**config.mk**
```make
export PLATFORM = sky130hd
export DESIGN_NAME = uart_bridge
export DESIGN_NICKNAME = d
export VERILOG_FILES = /design/src/rtl/salaga_uart_pkg.sv /design/src/rtl/sync_fifo.sv /design/src/rtl/uart_bridge.sv
export SDC_FILE = /design/constraint.sdc
export NUM_CORES = 1
export LEC_CHECK = 0
export BUFFER_PORTS_ARGS = -buffer_cell sky130_fd_sc_hd__clkbuf_2
export CORE_MARGIN = 2
export CORE_UTILIZATION = 45
export DETAILED_ROUTE_END_ITERATION = 6
export PLACE_DENSITY = 0.69
export SYNTH_ARGS = -nofsm -noshare
export SYNTH_HDL_FRONTEND = slang
export SYNTH_SLANG_ARGS = --single-unit
```
**constraint.sdc**
```tcl
create_clock -name clk -period 2.45 [get_ports clk]
set_clock_uncertainty 0.15 [all_clocks]
set_input_delay 0 -clock clk [delete_from_list [all_inputs] [get_ports clk]]
set_output_delay 0 -clock clk [all_outputs]
set_load 0.01 [all_outputs]
```
**src/rtl/salaga_uart_pkg.sv**
```systemverilog
// -----------------------------------------------------------------------------
// salaga_uart_pkg
// Shared definitions for the UART bridge: bus register select values, STATUS
// register bit positions, the TX drain FSM state encoding, and a helper that
// packs the STATUS word.
// -----------------------------------------------------------------------------
package salaga_uart_pkg;

    // Value of ip_data_addr[2] that selects each register
    localparam logic SEL_DATA   = 1'b0;
    localparam logic SEL_STATUS = 1'b1;

    // STATUS register bit positions
    localparam int ST_TX_FULL     = 0;
    localparam int ST_TX_EMPTY    = 1;
    localparam int ST_RX_NONEMPTY = 2;
    localparam int ST_RX_OVR      = 3;
    localparam int ST_TX_OVF      = 4;
    localparam int ST_UART_BUSY   = 5;

    // TX drain FSM states
    typedef enum logic [1:0] {
        TX_IDLE      = 2'd0,
        TX_SEND      = 2'd1,
        TX_WAIT_BUSY = 2'd2,
        TX_WAIT_DONE = 2'd3
    } tx_state_e;

    function automatic logic [31:0] pack_status(
        input logic tx_full,
        input logic tx_empty,
        input logic rx_nonempty,
        input logic rx_ovr,
        input logic tx_ovf,
        input logic uart_busy
    );
        logic [31:0] s;
        s                 = '0;
        s[ST_TX_FULL]     = tx_full;
        s[ST_TX_EMPTY]    = tx_empty;
        s[ST_RX_NONEMPTY] = rx_nonempty;
        s[ST_RX_OVR]      = rx_ovr;
        s[ST_TX_OVF]      = tx_ovf;
        s[ST_UART_BUSY]   = uart_busy;
        return s;
    endfunction

endpackage

```
**src/rtl/sync_fifo.sv**
```systemverilog
// -----------------------------------------------------------------------------
// sync_fifo
// Single-clock FIFO with first-word-fall-through head output.
// Ports:
//   clk, reset   - clock, synchronous active-high reset (clears pointers/count)
//   push         - write push_data this edge (accepted if not full, or if a
//                  pop happens on the same edge)
//   push_data    - data to write
//   pop          - drop the head this edge (ignored when empty)
//   full, empty  - occupancy flags
//   head         - oldest entry, valid whenever empty=0
// DEPTH must be a power of two so the pointers wrap naturally.
// -----------------------------------------------------------------------------
module sync_fifo #(
    parameter int WIDTH = 8,
    parameter int DEPTH = 8
) (
    input  logic             clk,
    input  logic             reset,
    input  logic             push,
    input  logic [WIDTH-1:0] push_data,
    input  logic             pop,
    output logic             full,
    output logic             empty,
    output logic [WIDTH-1:0] head
);

    localparam int PTR_W = $clog2(DEPTH);
    localparam int CNT_W = $clog2(DEPTH) + 1;

    logic [WIDTH-1:0] mem [DEPTH];
    logic [PTR_W-1:0] wr_ptr;
    logic [PTR_W-1:0] rd_ptr;
    logic [CNT_W-1:0] count;
    logic             do_push;
    logic             do_pop;

    assign empty   = (count == '0);
    assign full    = (count == CNT_W'(DEPTH));
    assign do_pop  = pop & ~empty;
    // At full a simultaneous pop frees the slot the push lands in.
    assign do_push = push & (~full | do_pop);
    assign head    = mem[rd_ptr];

    always_ff @(posedge clk) begin
        if (reset) begin
            wr_ptr <= '0;
            rd_ptr <= '0;
            count  <= '0;
        end else begin
            if (do_push) wr_ptr <= wr_ptr + PTR_W'(1);
            if (do_pop)  rd_ptr <= rd_ptr + PTR_W'(1);
            case ({do_push, do_pop})
                2'b10:   count <= count + CNT_W'(1);
                2'b01:   count <= count - CNT_W'(1);
                default: count <= count;
            endcase
        end
    end

    // Storage carries data only; it needs no reset.
    always_ff @(posedge clk) begin
        if (do_push) mem[wr_ptr] <= push_data;
    end

endmodule

```
**src/rtl/uart_bridge.sv**
```systemverilog
// -----------------------------------------------------------------------------
// uart_bridge
// Memory-mapped bridge between a processor data bus and a byte UART (buart).
// Register map (selected when ip_data_addr[31]=1, addr[2] picks the register):
//   DATA   (addr[2]=0) write: push byte into TX FIFO; read: pop RX FIFO head
//   STATUS (addr[2]=1) read: {tx_full, tx_empty, rx_nonempty, rx_ovr, tx_ovf,
//                             uart_busy} in bits 0..5; write: clear sticky
//                             rx_ovr (bit3) / tx_ovf (bit4)
// Ports:
//   clk, reset                 - clock, synchronous active-high reset
//   ip_data_*                  - processor bus (address, write strobe, byte
//                                mask, write data, read strobe)
//   op_data_valid/op_data_to_proc - combinational read response
//   op_uart_wr/op_uart_tx_data - one-cycle transmit strobe and byte to buart
//   op_uart_rd                 - one-cycle receive acknowledge to buart
//   ip_uart_rx_data/ip_uart_valid/ip_uart_busy - buart receive byte/status
// -----------------------------------------------------------------------------
module uart_bridge
    import salaga_uart_pkg::*;
#(
    parameter int TX_DEPTH = 8,
    parameter int RX_DEPTH = 8
) (
    input  logic        clk,
    input  logic        reset,
    input  logic [31:0] ip_data_addr,
    input  logic        ip_data_wr,
    input  logic [3:0]  ip_data_mask,
    input  logic [31:0] ip_data_from_proc,
    input  logic        ip_data_rd,
    output logic        op_data_valid,
    output logic [31:0] op_data_to_proc,
    output logic        op_uart_wr,
    output logic [7:0]  op_uart_tx_data,
    output logic        op_uart_rd,
    input  logic [7:0]  ip_uart_rx_data,
    input  logic        ip_uart_busy,
    input  logic        ip_uart_valid
);

    // Bus decode
    logic sel;
    logic is_status;
    logic data_wr;
    logic status_wr;
    logic data_rd;
    logic status_rd;

    assign sel       = ip_data_addr[31];
    assign is_status = (ip_data_addr[2] == SEL_STATUS);
    assign data_wr   = sel & ip_data_wr & ~is_status & ip_data_mask[0];
    assign status_wr = sel & ip_data_wr &  is_status & ip_data_mask[0];
    assign data_rd   = sel & ip_data_rd & ~is_status;
    assign status_rd = sel & ip_data_rd &  is_status;

    // Address/data bits the register map does not decode
    logic unused_bus_bits;
    assign unused_bus_bits = ^{ip_data_addr[30:3], ip_data_addr[1:0],
                               ip_data_mask[3:1], ip_data_from_proc[31:8]};

    // FIFOs
    logic       tx_full;
    logic       tx_empty;
    logic [7:0] tx_head;
    logic       tx_pop;
    logic       rx_full;
    logic       rx_empty;
    logic [7:0] rx_head;
    logic       rx_pop;
    logic       rx_cap;

    sync_fifo #(.WIDTH(8), .DEPTH(TX_DEPTH)) u_tx_fifo (
        .clk       (clk),
        .reset     (reset),
        .push      (data_wr),
        .push_data (ip_data_from_proc[7:0]),
        .pop       (tx_pop),
        .full      (tx_full),
        .empty     (tx_empty),
        .head      (tx_head)
    );

    sync_fifo #(.WIDTH(8), .DEPTH(RX_DEPTH)) u_rx_fifo (
        .clk       (clk),
        .reset     (reset),
        .push      (rx_cap),
        .push_data (ip_uart_rx_data),
        .pop       (rx_pop),
        .full      (rx_full),
        .empty     (rx_empty),
        .head      (rx_head)
    );

    // RX capture: buart keeps valid high until it sees our acknowledge, so
    // the cycle after a capture is skipped to avoid taking the byte twice.
    logic rx_holdoff;

    assign rx_cap     = ip_uart_valid & ~rx_holdoff & ~reset;
    assign op_uart_rd = rx_cap;
    assign rx_pop     = data_rd & ~rx_empty & ~reset;

    // Sticky error flags and holdoff
    logic rx_ovr;
    logic tx_ovf;

    always_ff @(posedge clk) begin
        if (reset) begin
            rx_holdoff <= 1'b0;
            rx_ovr     <= 1'b0;
            tx_ovf     <= 1'b0;
        end else begin
            rx_holdoff <= rx_cap;
            // A new error event in the same cycle as a clear wins.
            if (status_wr && ip_data_from_proc[ST_RX_OVR]) rx_ovr <= 1'b0;
            if (rx_cap && rx_full && !rx_pop)              rx_ovr <= 1'b1;
            if (status_wr && ip_data_from_proc[ST_TX_OVF]) tx_ovf <= 1'b0;
            if (data_wr && tx_full && !tx_pop)             tx_ovf <= 1'b1;
        end
    end

    // TX drain FSM
    tx_state_e tx_state;
    tx_state_e tx_state_next;
    logic      tx_send;

    always_ff @(posedge clk) begin
        if (reset) tx_state <= TX_IDLE;
        else       tx_state <= tx_state_next;
    end

    always_comb begin
        tx_state_next = tx_state;
        tx_send       = 1'b0;
        case (tx_state)
            TX_IDLE: begin
                if (!tx_empty && !ip_uart_busy) tx_state_next = TX_SEND;
            end
            TX_SEND: begin
                tx_send       = 1'b1;
                tx_state_next = TX_WAIT_BUSY;
            end
            TX_WAIT_BUSY: begin
                if (ip_uart_busy) tx_state_next = TX_WAIT_DONE;
            end
            TX_WAIT_DONE: begin
                if (!ip_uart_busy) tx_state_next = TX_IDLE;
            end
            default: tx_state_next = TX_IDLE;
        endcase
    end

    assign tx_pop          = tx_send;
    assign op_uart_wr      = tx_send & ~reset;
    assign op_uart_tx_data = op_uart_wr ? tx_head : 8'h00;

    // Combinational read response; during reset the state is reported as
    // already cleared so software never sees pre-reset contents.
    logic [31:0] status_word;

    always_comb begin
        if (reset) begin
            status_word = pack_status(1'b0, 1'b1, 1'b0, 1'b0, 1'b0, 1'b0);
        end else begin
            status_word = pack_status(tx_full, tx_empty, ~rx_empty,
                                      rx_ovr, tx_ovf, ip_uart_busy);
        end
    end

    assign op_data_valid = ip_data_rd & sel;

    always_comb begin
        op_data_to_proc = 32'h0;
        if (status_rd)   op_data_to_proc = status_word;
        else if (rx_pop) op_data_to_proc = {24'h0, rx_head};
    end

endmodule

```
# Yosys cells after proc, flatten, opt, wreduce, memory -nomap -nowiden
# Memories as Yosys holds them, arrays and structs flattened. A register that Yosys moved wholly into a read port is not among the register bits.
# Cells that the tools add are included.
[totals]
inputBits = 82
latchBits = 0
output_inout_bits = 43
elab_cells = 100
mem_bits_ro = 0
mem_count = 2
regBits = 25
ram_bits = 128
[memory_table]
columns = ["name", "words", "word_bits", "rd", "rd_clocked_by_memory_dff", "wr", "line_no", "text"]
rows = [
  ["u_rx_fifo.mem", 8, 8, 1, 1, 1, "sync_fifo.sv:31", "logic [WIDTH-1:0] mem [DEPTH];"],
  ["u_tx_fifo.mem", 8, 8, 1, 1, 1, "sync_fifo.sv:31", ""],
]
[op_classes]
bitwise_logic = 26
n_shift = 0
n_reduce_logical = 19
addsub = 8
div_mod_pow = 0
n_eq_ne = 12
n_lt_le_gt_ge = 0
muxes = 23
mul = 0
[ops]
columns = ["operator", "count"]
rows = [
  ["32-bit two-way mux", 1],
  ["1-bit bitwise AND", 17],
  ["8-bit two-way mux", 2],
  ["4-bit one-hot mux with 2 select lines", 2],
  ["3-bit by 1-bit adder with 3-bit output, second input constant", 4],
  ["3-bit two-way mux", 4],
  ["1-bit two-way mux", 9],
  ["4-bit by 1-bit adder with 4-bit output, second input constant", 2],
  ["2-bit equality test, second input constant", 4],
  ["4-bit equality test, second input constant", 2],
  ["4-bit zero test", 2],
  ["2-bit one-hot mux with 4 select lines", 1],
  ["2-bit nonzero test", 4],
  ["4-bit by 1-bit subtractor with 4-bit output, second input constant", 2],
  ["1-bit logical AND", 7],
  ["1-bit NOT", 7],
  ["2-bit by 1-bit equality test with 1-bit output, second input constant", 3],
  ["2-bit two-way mux", 3],
  ["6-bit two-way mux", 1],
  ["2-bit != test, second input constant", 3],
  ["1-bit zero test", 4],
  ["3-bit AND reduction", 1],
  ["2-bit zero test", 1],
  ["1-bit OR", 2],
]

# Logic depth before layout (Yosys ltp)
[depth]
word_depth = 9
depth_mapped = 11
ltp_nobuf = 11

# Modules after synthesis
# From an unflattened synthesis, not the netlist that was laid out.
[hier_totals]
hier_cells = 435
hier_area_um2 = 7069.3
[by_module_without_submodules]
columns = ["module", "cells_per_inst", "n_inst", "seq_area_each_um2", "area_each_um2"]
rows = [
  ["sync_fifo", 176, 2, 2182.1, 3203.1],
  ["uart_bridge", 83, 1, 100.1, 663.1],
]

# Least setup slack after synthesis
# No wires, ideal clock.
[synth_path]
path_kind = "reg-to-reg"
startpoint = "register u_tx_fifo.count[1]"
endpoint = "register u_tx_fifo.count[2]"
synth_period_minus_slack_ns = 2.578
path_stages_with_launch = 11
path_buffers = 1
path_slack_ns = -0.128
setup_ns = 0.071
required_ns = 2.229
t_arrival_ns = 2.357
cell_sequence = "dfxtp_1 > buf_2 > or4b_4 > o21ai_2 > ha_1 > xor2_1 > ha_1 > a21oi_1 > xor2_1 > or3_1 > a21oi_1"
[synth_via]
elab_chain_cells = 7
word_cells_on_any_way = 13
cone_classes = "add/sub: 2; eq/ne: 3; mux: 1; bitwise: 5; reduce/logical: 2"
[synth_rtl]
columns = ["item", "line_no", "text"]
rows = [
  ["start, declared", "sync_fifo.sv:34", "logic [CNT_W-1:0] count;"],
  ["start signal, assigned", "sync_fifo.sv:54", "2'b10: count <= count + CNT_W'(1);"],
  ["start signal, assigned", "sync_fifo.sv:55", "2'b01: count <= count - CNT_W'(1);"],
  ["start signal, assigned", "sync_fifo.sv:56", "default: count <= count;"],
  ["4-bit zero test", "sync_fifo.sv:38", "assign empty = (count == '0);"],
  ["1-bit NOT", "sync_fifo.sv:40", "assign do_pop = pop & ~empty;"],
  ["1-bit bitwise AND", "sync_fifo.sv:40", ""],
  ["1-bit OR", "sync_fifo.sv:42", "assign do_push = push & (~full | do_pop);"],
  ["1-bit bitwise AND", "sync_fifo.sv:42", ""],
  ["2-bit by 1-bit equality test with 1-bit output or 2-bit equality test (tied branches)", "sync_fifo.sv:53", "case ({do_push, do_pop})"],
  ["4-bit one-hot mux with 2 select lines or 2-bit nonzero test (tied branches)", "-", ""],
]
# Several ways; a longest one is shown, not always the timed one.
# A chain may end at the register's enable or synchronous reset.

# Final worst setup path
# Ends and elaborated chain as after synthesis.

==> qor.yml <==
synth:
  synth_compound_gate_area_share_pct: 3.40
  yosys-top-cells-area: "edfxtp_1, mux4_2, dfxtp_1, mux2i_1, buf_4"
  ys_types: 56
  async_flop_share_pct: 0
  synthFlopType: "edfxtp_1"
  synth-seq-cells: 159
  synth_top_area_share_pct: 57.0
  synthMuxAreaShare_pct: 14.3
  synth_xor_area_share_pct: 1.17
  synth_simple_gate_area_share_pct: 8.26
  synth_top_cell_by_area: "edfxtp_1"
  yosysSeqAreaShare_pct: 66.2
  syn_area_per_cell_um2: 15.9
  synth_edf_count: 128
  syn_inst: 423
  synthAdderAreaFrac_pct: 2.41
  synth_top_family_by_area: "multiplexers"
  yosysWarnings: 0
  syn_area_um2: 6740
sta:
  finalSetupViolCount: 0
  rsz0062_at_grt: "yes"
  holdWs_ps: 18.9
  tns_ps: 0
  slew_headroom_pct: 40.1
  period_share_pct: 98.8
  fmax_ghz: 0.413
  drv_slew: 0
  worst_pin_slew_ps: 895
  min_period_ps: 2420
  hold_viol_final: 0
detailed_routing:
  vias_per_cell: 5.17
  route.detailed.drc: 0
  dr.pass1.iters: 4
  wl_per_cell_um: 17.7
  vias: 3693
  antenna_left: 0
  wl_um: 12700
  drt_iter0_drc: 205
die:
  die_h_um: 126
  core_area_um2: 14600
  row_count: 44
  die_w_um: 126
  start_util_pct: 46.2
  die_area_um2: 16000
  pin_count: 125
worst_hold_path:
  hp-class: "primary input to flop"
final_layout:
  final_common_cell: "edfxtp_1"
  fin_cells: 714
  antenna_cells: 0
  nets: 613
  area_growth_pct: 19.7
  drive_above_1_share_pct: 29.1
  final_cell_mix: "edfxtp_1, clkbuf_2, nor2_1, mux4_2, dfxtp_1"
  num-fill-cells: 1149
  final_area_um2: 8070
setup_path:
  crit_arrival_ps: 2610
  end_kind: "flop"
  worstPathMaxFanout: 5
  crit_type: "flop to flop"
  r2r_setup_slack_ps: 30
  required_ps: 2640
  cp-start-kind: "flop"
clock_tree:
  htree_levels: 4
  root_buffer: "clkbuf_16"
  insertion_delay_ps: 410
  numCtsBuffers: 17
  clk_path_buf_depth: 2
  clock-sinks: 159
  clkTransAtPathRegs_ps: 60
  cts_tree: "built"
pwr:
  switching_share_pct: 21.3
  p_leak_nw: 2.87
  ir_worst_vdd_mv: 0.665
  combPwrFrac_pct: 6.9
  power.switching_w: 0.00125
  power_density_nw_per_um2: 726
  internal_power_w: 0.00461
  power_frac_clock_pct: 42.3
  seqPwrFrac_pct: 50.8
place:
  gp_congestion: 0.740
  dp_cells: 658
  dp_hpwl_um: 8220
  portBuffers: 43
  dpl_cell_area_um2: 7240
grt:
  overflow: 0
  grt_usage_pct: 16.7
  grt_pass1_vias: 3898
  grt_pass1_wl_um: 20200
  grt_max_degree: 35
  antenna_found_initial: 0
run_status:
  status: "finished, final reports clean"
run:
  cap_violations: 0
## cell type report
type	instances	area (um2)	share of cell area, %
Multi-Input combinational cell	239	2140	26.5
Sequential cell	159	4470	55.4
Tap cell	184	230	2.85
Clock buffer	19	433	5.37
Timing Repair Buffer	93	648	8.04
Clock inverter	12	121	1.50
Inverter	8	30.0	0.372
## worst max-delay path: stages, from the launching register on
cell and delay [ps]:
dfxtp_2 340, or4b_4 560, o21ai_4 220, ha_4 180, xor2_2 130, ha_2 190
a21oi_2 30, xor2_1 140, or3_1 300, a21oi_1 120
## registers in the layout, indices dropped and copies added, names as in the netlist, named ones only
signal	flops
u_rx_fifo.mem	64
u_tx_fifo.mem	64
u_rx_fifo.count	4
u_tx_fifo.count	4
u_rx_fifo.rd_ptr	3
u_rx_fifo.wr_ptr	3
u_tx_fifo.rd_ptr	3
u_tx_fifo.wr_ptr	3
tx_state	2
rx_holdoff	1
rx_ovr	1
tx_ovf	1
## metal layers
layer | vias to the layer above | track usage [%] | share of wire (%)
met3 | 6 | 5.23 | 5.3
met2 | 97 | 30.7 | 54
met4 | 0 | 4.91 | 0.89
met5 | - | 0 | 0
li1 | 1755 | - | -
met1 | 1835 | 18.5 | 40
## final timing paths
path | start | endpoint | cells after the start
min | ip_data_wr | tx_ovf | 4
max | u_tx_fifo.count[1] | u_tx_fifo.count[2] | 9
max reg2reg | u_tx_fifo.count[1] | u_tx_fifo.count[2] | 9
min reg2reg | u_tx_fifo.rd_ptr[1] | u_tx_fifo.rd_ptr[1] | 2
## repair_timing
| item | in CTS | in global routing |
|---|---|---|
| setup buffers | 0 | 2 |
| resized for setup | 1 | 7 |
| hold buffers | 24 | 0 |
| endpoints found under the setup margin | 1 | 27 |
| pin swaps | 1 | 6 |
| hold endpoints to repair | 150 | 0 |
## cells in the mapped netlist (all sizes together) (2+ instances only)
library cell and number:
mux2 2, nand3 7, o211ai 2, nand2 16, a211oi 3, nor3 8
inv 8, nand3b 2, nand2b 12, mux4 32, nor2b 2, mux2i 22
or3 2, edfxtp 128, and3 2, ha 13, xor2 8, buf 35
dfxtp 31, nor2 39, or4 3, a21oi 11, clkbuf 5, o21ai 8
## through the flow
stage	total power, W	setup WS, ps	utilization (%)
3_3_place_gp	0.00337	38.8	49.6
6_report	0.00586	30.5	55.3
4_1_cts	0.00590	1.69	55.1
3_5_place_dp	0.00340	5.07	49.6
5_1_grt	0.00607	-35.3	55.3
2_1_floorplan	0.00330	-39.5	-
## power by group through the flow
stage	sequential (W)	clock, W	combinational, W
4_1_cts	0.00297	0.00253	0.000396
6_report	0.00298	0.00248	0.000403
3_5_place_dp	0.00303	0	0.000365
2_1_floorplan	0.00303	0	0.000269
3_3_place_gp	0.00303	0	0.000347
5_1_grt	0.00298	0.00264	0.000446
## kinds of logic after synthesis
| kind of cell | count (synthesis) |
|---|---|
| adders and majority gates | 13 |
| other | 1 |
| DFF | 159 |
| AOI/OAI and AO/OA | 32 |
| xor gates and xnor gates | 9 |
| buffers and inverters | 48 |
| muxes | 56 |
| and+or+nand+nor | 105 |
Note: power is estimated with default switching activity, not from simulation.
